===== src/rtl/reg_file_sb.sv =====
// Register file with two combinational read ports, one synchronous write port,
// optional write-to-read bypass and a per-register pending-writer scoreboard.
module reg_file_sb #(
    parameter int unsigned     XLEN    = 32,
    parameter int unsigned     AW      = 5,
    parameter int unsigned     SP_IDX  = 2,
    parameter logic [XLEN-1:0] SP_INIT = XLEN'(1024),
    parameter bit              BYPASS  = 1'b1,
    parameter int unsigned     PW      = 2
) (
    input  logic            clk,
    input  logic            rst,
    input  logic [AW-1:0]   rs1,
    input  logic [AW-1:0]   rs2,
    output logic [XLEN-1:0] rd1_data,
    output logic [XLEN-1:0] rd2_data,
    output logic            rs1_busy,
    output logic            rs2_busy,
    input  logic            wr_en,
    input  logic [AW-1:0]   wr_addr,
    input  logic [XLEN-1:0] wr_data,
    input  logic            alloc_en,
    input  logic [AW-1:0]   alloc_addr,
    output logic            alloc_ready,
    input  logic            flush
);

    localparam int unsigned NREG = 1 << AW;

    logic [XLEN-1:0] regs_q [NREG];
    logic [XLEN-1:0] regs_d [NREG];
    logic [PW-1:0]   cnt_q  [NREG];
    logic [PW-1:0]   cnt_d  [NREG];

    logic wr_hit;
    logic alloc_acc;
    logic retire;
    logic same_reg;

    assign wr_hit      = wr_en && (wr_addr != '0);
    assign alloc_ready = !flush && ((alloc_addr == '0) || (cnt_q[alloc_addr] != '1));
    assign alloc_acc   = alloc_en && alloc_ready && (alloc_addr != '0);
    // A write to an idle register still commits data but must not underflow.
    assign retire      = wr_hit && (cnt_q[wr_addr] != '0);
    assign same_reg    = alloc_acc && retire && (alloc_addr == wr_addr);

    always_comb begin
        regs_d = regs_q;
        if (wr_hit) begin
            regs_d[wr_addr] = wr_data;
        end
    end

    always_comb begin
        cnt_d = cnt_q;
        if (flush) begin
            for (int unsigned i = 0; i < NREG; i++) begin
                cnt_d[i] = '0;
            end
        end else if (!same_reg) begin
            if (alloc_acc) begin
                cnt_d[alloc_addr] = cnt_q[alloc_addr] + 1'b1;
            end
            if (retire) begin
                cnt_d[wr_addr] = cnt_q[wr_addr] - 1'b1;
            end
        end
    end

    always_ff @(posedge clk or negedge rst) begin
        if (!rst) begin
            for (int unsigned i = 0; i < NREG; i++) begin
                regs_q[i] <= (i == SP_IDX) ? SP_INIT : '0;
                cnt_q[i]  <= '0;
            end
        end else begin
            regs_q <= regs_d;
            cnt_q  <= cnt_d;
        end
    end

    always_comb begin
        rd1_data = regs_q[rs1];
        if (rs1 == '0) begin
            rd1_data = '0;
        end else if (BYPASS && wr_hit && (wr_addr == rs1)) begin
            rd1_data = wr_data;
        end
    end

    always_comb begin
        rd2_data = regs_q[rs2];
        if (rs2 == '0) begin
            rd2_data = '0;
        end else if (BYPASS && wr_hit && (wr_addr == rs2)) begin
            rd2_data = wr_data;
        end
    end

    // With bypass, the last outstanding writer retiring this cycle already
    // supplies the operand, so the reader need not stall.
    always_comb begin
        rs1_busy = (rs1 != '0) && (cnt_q[rs1] != '0);
        if (BYPASS && wr_en && (wr_addr == rs1) && (cnt_q[rs1] == PW'(1))) begin
            rs1_busy = 1'b0;
        end
    end

    always_comb begin
        rs2_busy = (rs2 != '0) && (cnt_q[rs2] != '0);
        if (BYPASS && wr_en && (wr_addr == rs2) && (cnt_q[rs2] == PW'(1))) begin
            rs2_busy = 1'b0;
        end
    end

endmodule


===== config.mk =====
export PLATFORM = sky130hd
export DESIGN_NAME = reg_file_sb
export DESIGN_NICKNAME = d
export VERILOG_FILES = /design/src/rtl/reg_file_sb.sv
export SDC_FILE = /design/constraint.sdc
export NUM_CORES = 2
export LEC_CHECK = 0
export ABC_CLOCK_PERIOD_IN_PS = 7000
export BUFFER_PORTS_ARGS = -buffer_cell sky130_fd_sc_hd__buf_4
export CORE_MARGIN = 3
export CORE_UTILIZATION = 60
export DETAILED_ROUTE_END_ITERATION = 7
export GPL_TIMING_DRIVEN = 0
export PLACE_DENSITY = 0.74
export SYNTH_ARGS = -nofsm -noshare
export SYNTH_HDL_FRONTEND = slang
export SYNTH_SLANG_ARGS = --single-unit

===== constraint.sdc =====
create_clock -name clk -period 7 [get_ports clk]
set_input_delay 0.35 -clock clk [delete_from_list [all_inputs] [get_ports clk]]
set_output_delay 0.35 -clock clk [all_outputs]
set_load 0.005 [all_outputs]

==> results.md <==
* Status: finished, violations left
* Failing checks: DRC, capacitance limit, slew limit
* Yosys Warn Count at 0
* Clock latency on the worst-skew pair at 760 ps
* Critical-path maximum fanout at 12
* Netlist cell types at 69
* Root buf cell: clkbuf_16
* Initial Util at 60.6%
* Area added between synthesis and finish at 12.0%
* CTS Buffer Depth at 3
* Met3 Track Usage GR at 26.6%
* Core Box Area at 100,000 µm²
* Hpwl dp at 168,000 µm
* Die height at 324 µm
* CTS sink count at 1,088
* Crit path time final at 4790 ps
* Met1 Track Usage GR at 58.9%
* CTS buffer count at 116
* Worst hold path type: in -> reg
* Slew @ Worst Pin at 1710 ps
* Gpl congestion at 1.04
* Leakage at 29.1 nW
* Final worst path period share at 68.4%
* Max VDD drop at 0.223 mV
* Mapped Area at 60,800 µm²
* Ports at 124
* Tot GR Track Use at 48.1%
* Initial antenna violation count at 23
* Largest net degree at the start of global routing at 177
* Max-cap violations at 22
* CTS tree: done
* Final WS setup at 2210 ps
* Via Count at 46.2k
* Final Hold Fails at 0
* Syn nets at 4,191
* Endpoints failing setup at 0
* Final ANT Viol Nets at 0
* Drt wl/cell at 42.5 µm
* Die X at 324 µm
* Vias in the first global route at 44.1k
* Total power at 0.0190 W
* PD cells at 280 nW/µm²
* Most common cell in the netlist: dfrtp_1
* Slew margin rel. at -14.3%
* Crit end category: output port
* GR Overflow Total at 0
* Kind of critical path: in -> out
* R2r startpoint: cnt_q[8]
* Clock transition at the registers of the reported paths at 60 ps
* Row count at 116
* CP startpoint: rs1[0]
* Share of cells above drive strength 1 at 47.8%
* Buffers on Ports at 114
* Most used DFF post-synth: dfrtp_1
* Crit path required time at 6650 ps
* Final WL at 251,000 µm
* First DRT Iteration DRCs at 7,852
* First-pass GRT wire length at 344,000 µm
* Layer with the highest usage: met2
* Vias per Instance at 7.83
* Mean Syn Cell Area at 14.7 µm²
* Die area at 105,000 µm²
* Non-filler instance count after layout at 5,898
* Top post-synthesis cells by area: dfrtp_1 (45%), mux4_2 (23%), mux2_2 (18%), mux2i_1 (2.7%), clkbuf_1 (1.6%)
* Synth top cells by count: dfrtp_1 (1,087), mux2_2 (995), mux4_2 (617), clkbuf_1 (259), mux2i_1 (161)
* Worst Hold Margin at 163 ps
* Register area share after synthesis at 44.8%
* Yosys reg bits at 1,088
* Cell taking the most area after synthesis: dfrtp_1
* Top-area cell type share of the netlist area at 44.8%
* Crit path DAT at 4440 ps
* Synth async-reset ratio at 100%
* Number of enable flip-flop cells after synthesis at 0
* Number of nets in the layout at 4,469
* Maximum clock rate at 209 MHz
* Worst setup SP type: input pin
* Critical hold path startpoint: flush
* Dpl ws at 2210 ps
* H-tree Lvls at 3
* Final Max Slew Viols at 224
* Met2 usage at 64.3%
* Mapped Cells at 4,132
* Pre-antenna DRT Iters at 8
* Clk_skew at 28.8 ps
* DR DRC count at 3
* RSZ-0062 raised after global routing: false
* Placed cell count at 5,612
-- metrics by stage --
stage / utilization (%) / instance area [µm²] / TNS, ps
finish: 67.9 / 68100 / 0
global route: 67.8 / 68000 / 0
global placement: 63.2 / 63300 / -8163380
CTS: 67.7 / 67900 / 0
floorplan: - / 60800 / 0
detailed placement: 63.4 / 63600 / 0
-- cell usage in the layout (no fill, tap or decap), drive strengths merged, types with 16 or more instances in the layout --
cell type    Yosys  layout
a221oi          22      22
dfrtp         1087    1087
mux2           995     995
clkinv           0      29
a311oi          31      31
nor2           107     107
nor2b           25      25
nand2           93      93
a22o            54      54
mux4           617     617
buf            218     342
nand3           16      16
and3            18      18
nor3            46      46
diode            0      31
a21oi           74      74
mux2i          161     161
o22ai           81      81
dlygate4sd3      0      33
clkbuf         260     436
o21ai           64      64
-- metal layers --
layer / wire (µm) / vias to the layer above / part of all wire, %
met1: 84300 / 23900 / 34
met3: 42400 / 1181 / 17
met4: 22400 / 22 / 8.9
met2: 101000 / 4342 / 40
li1: - / 16700 / -
met5: 626 / - / 0.25
-- critical path, stage by stage --
cell,delay [ps]
clkbuf_1,280
buf_2,450
xnor2_1,170
nand4_1,180
nor3_2,1020
clkbuf_1,1210
a22o_1,580
buf_4,190
-- registers in the layout (all words and copies together), names as in the netlist --
register and count:
cnt_q 64, regs_q 1024
-- layout make-up --
type	instances	area [µm²]
fill	7141	32200
multi-input combinational	2557	31400
sequential	1088	27200
clock buffer	173	3460
buffer	478	2150
tap	1357	1700
timing repair buffer	160	1530
clock inverter	45	498
antenna	31	77.6
inverter	9	33.8
-- cells by family after synthesis --
logic type	Yosys count	share of synthesized area [%]
flops	1088	44.8
fa+ha+maj	2	0.0412
compound gates	406	4.60
buf+inv	487	3.51
simple gates	361	2.89
xor+xnor	15	0.216
mux	1773	43.9
-- timing repair --
action                                 CTS  global route
setup buffers                            0             0
endpoints found under the hold margin  174             0
gates resized for setup                  0             0
hold buffers                            33             0
-- path summary, 6_finish.rpt --
path / endpoint / slack, ps / cells past startpoint
max reg2reg: cnt_q[6] / 2420 / 14
min: cnt_q[58] / 160 / 4
min reg2reg: regs_q[996] / 480 / 1
max in group asynchronous: regs_q[583] / 3590 / 6
max: rd1_data[3] / 2210 / 8
min in group asynchronous: regs_q[114] / 210 / 2
-- power breakdown --
part / total [W] / internal, W / switching, W
sequential: 0.00828 / 0.00742 / 0.000859
clock: 0.00652 / 0.00373 / 0.00279
combinational: 0.00424 / 0.00234 / 0.00189
Note: power is estimated with default switching activity, not from simulation.
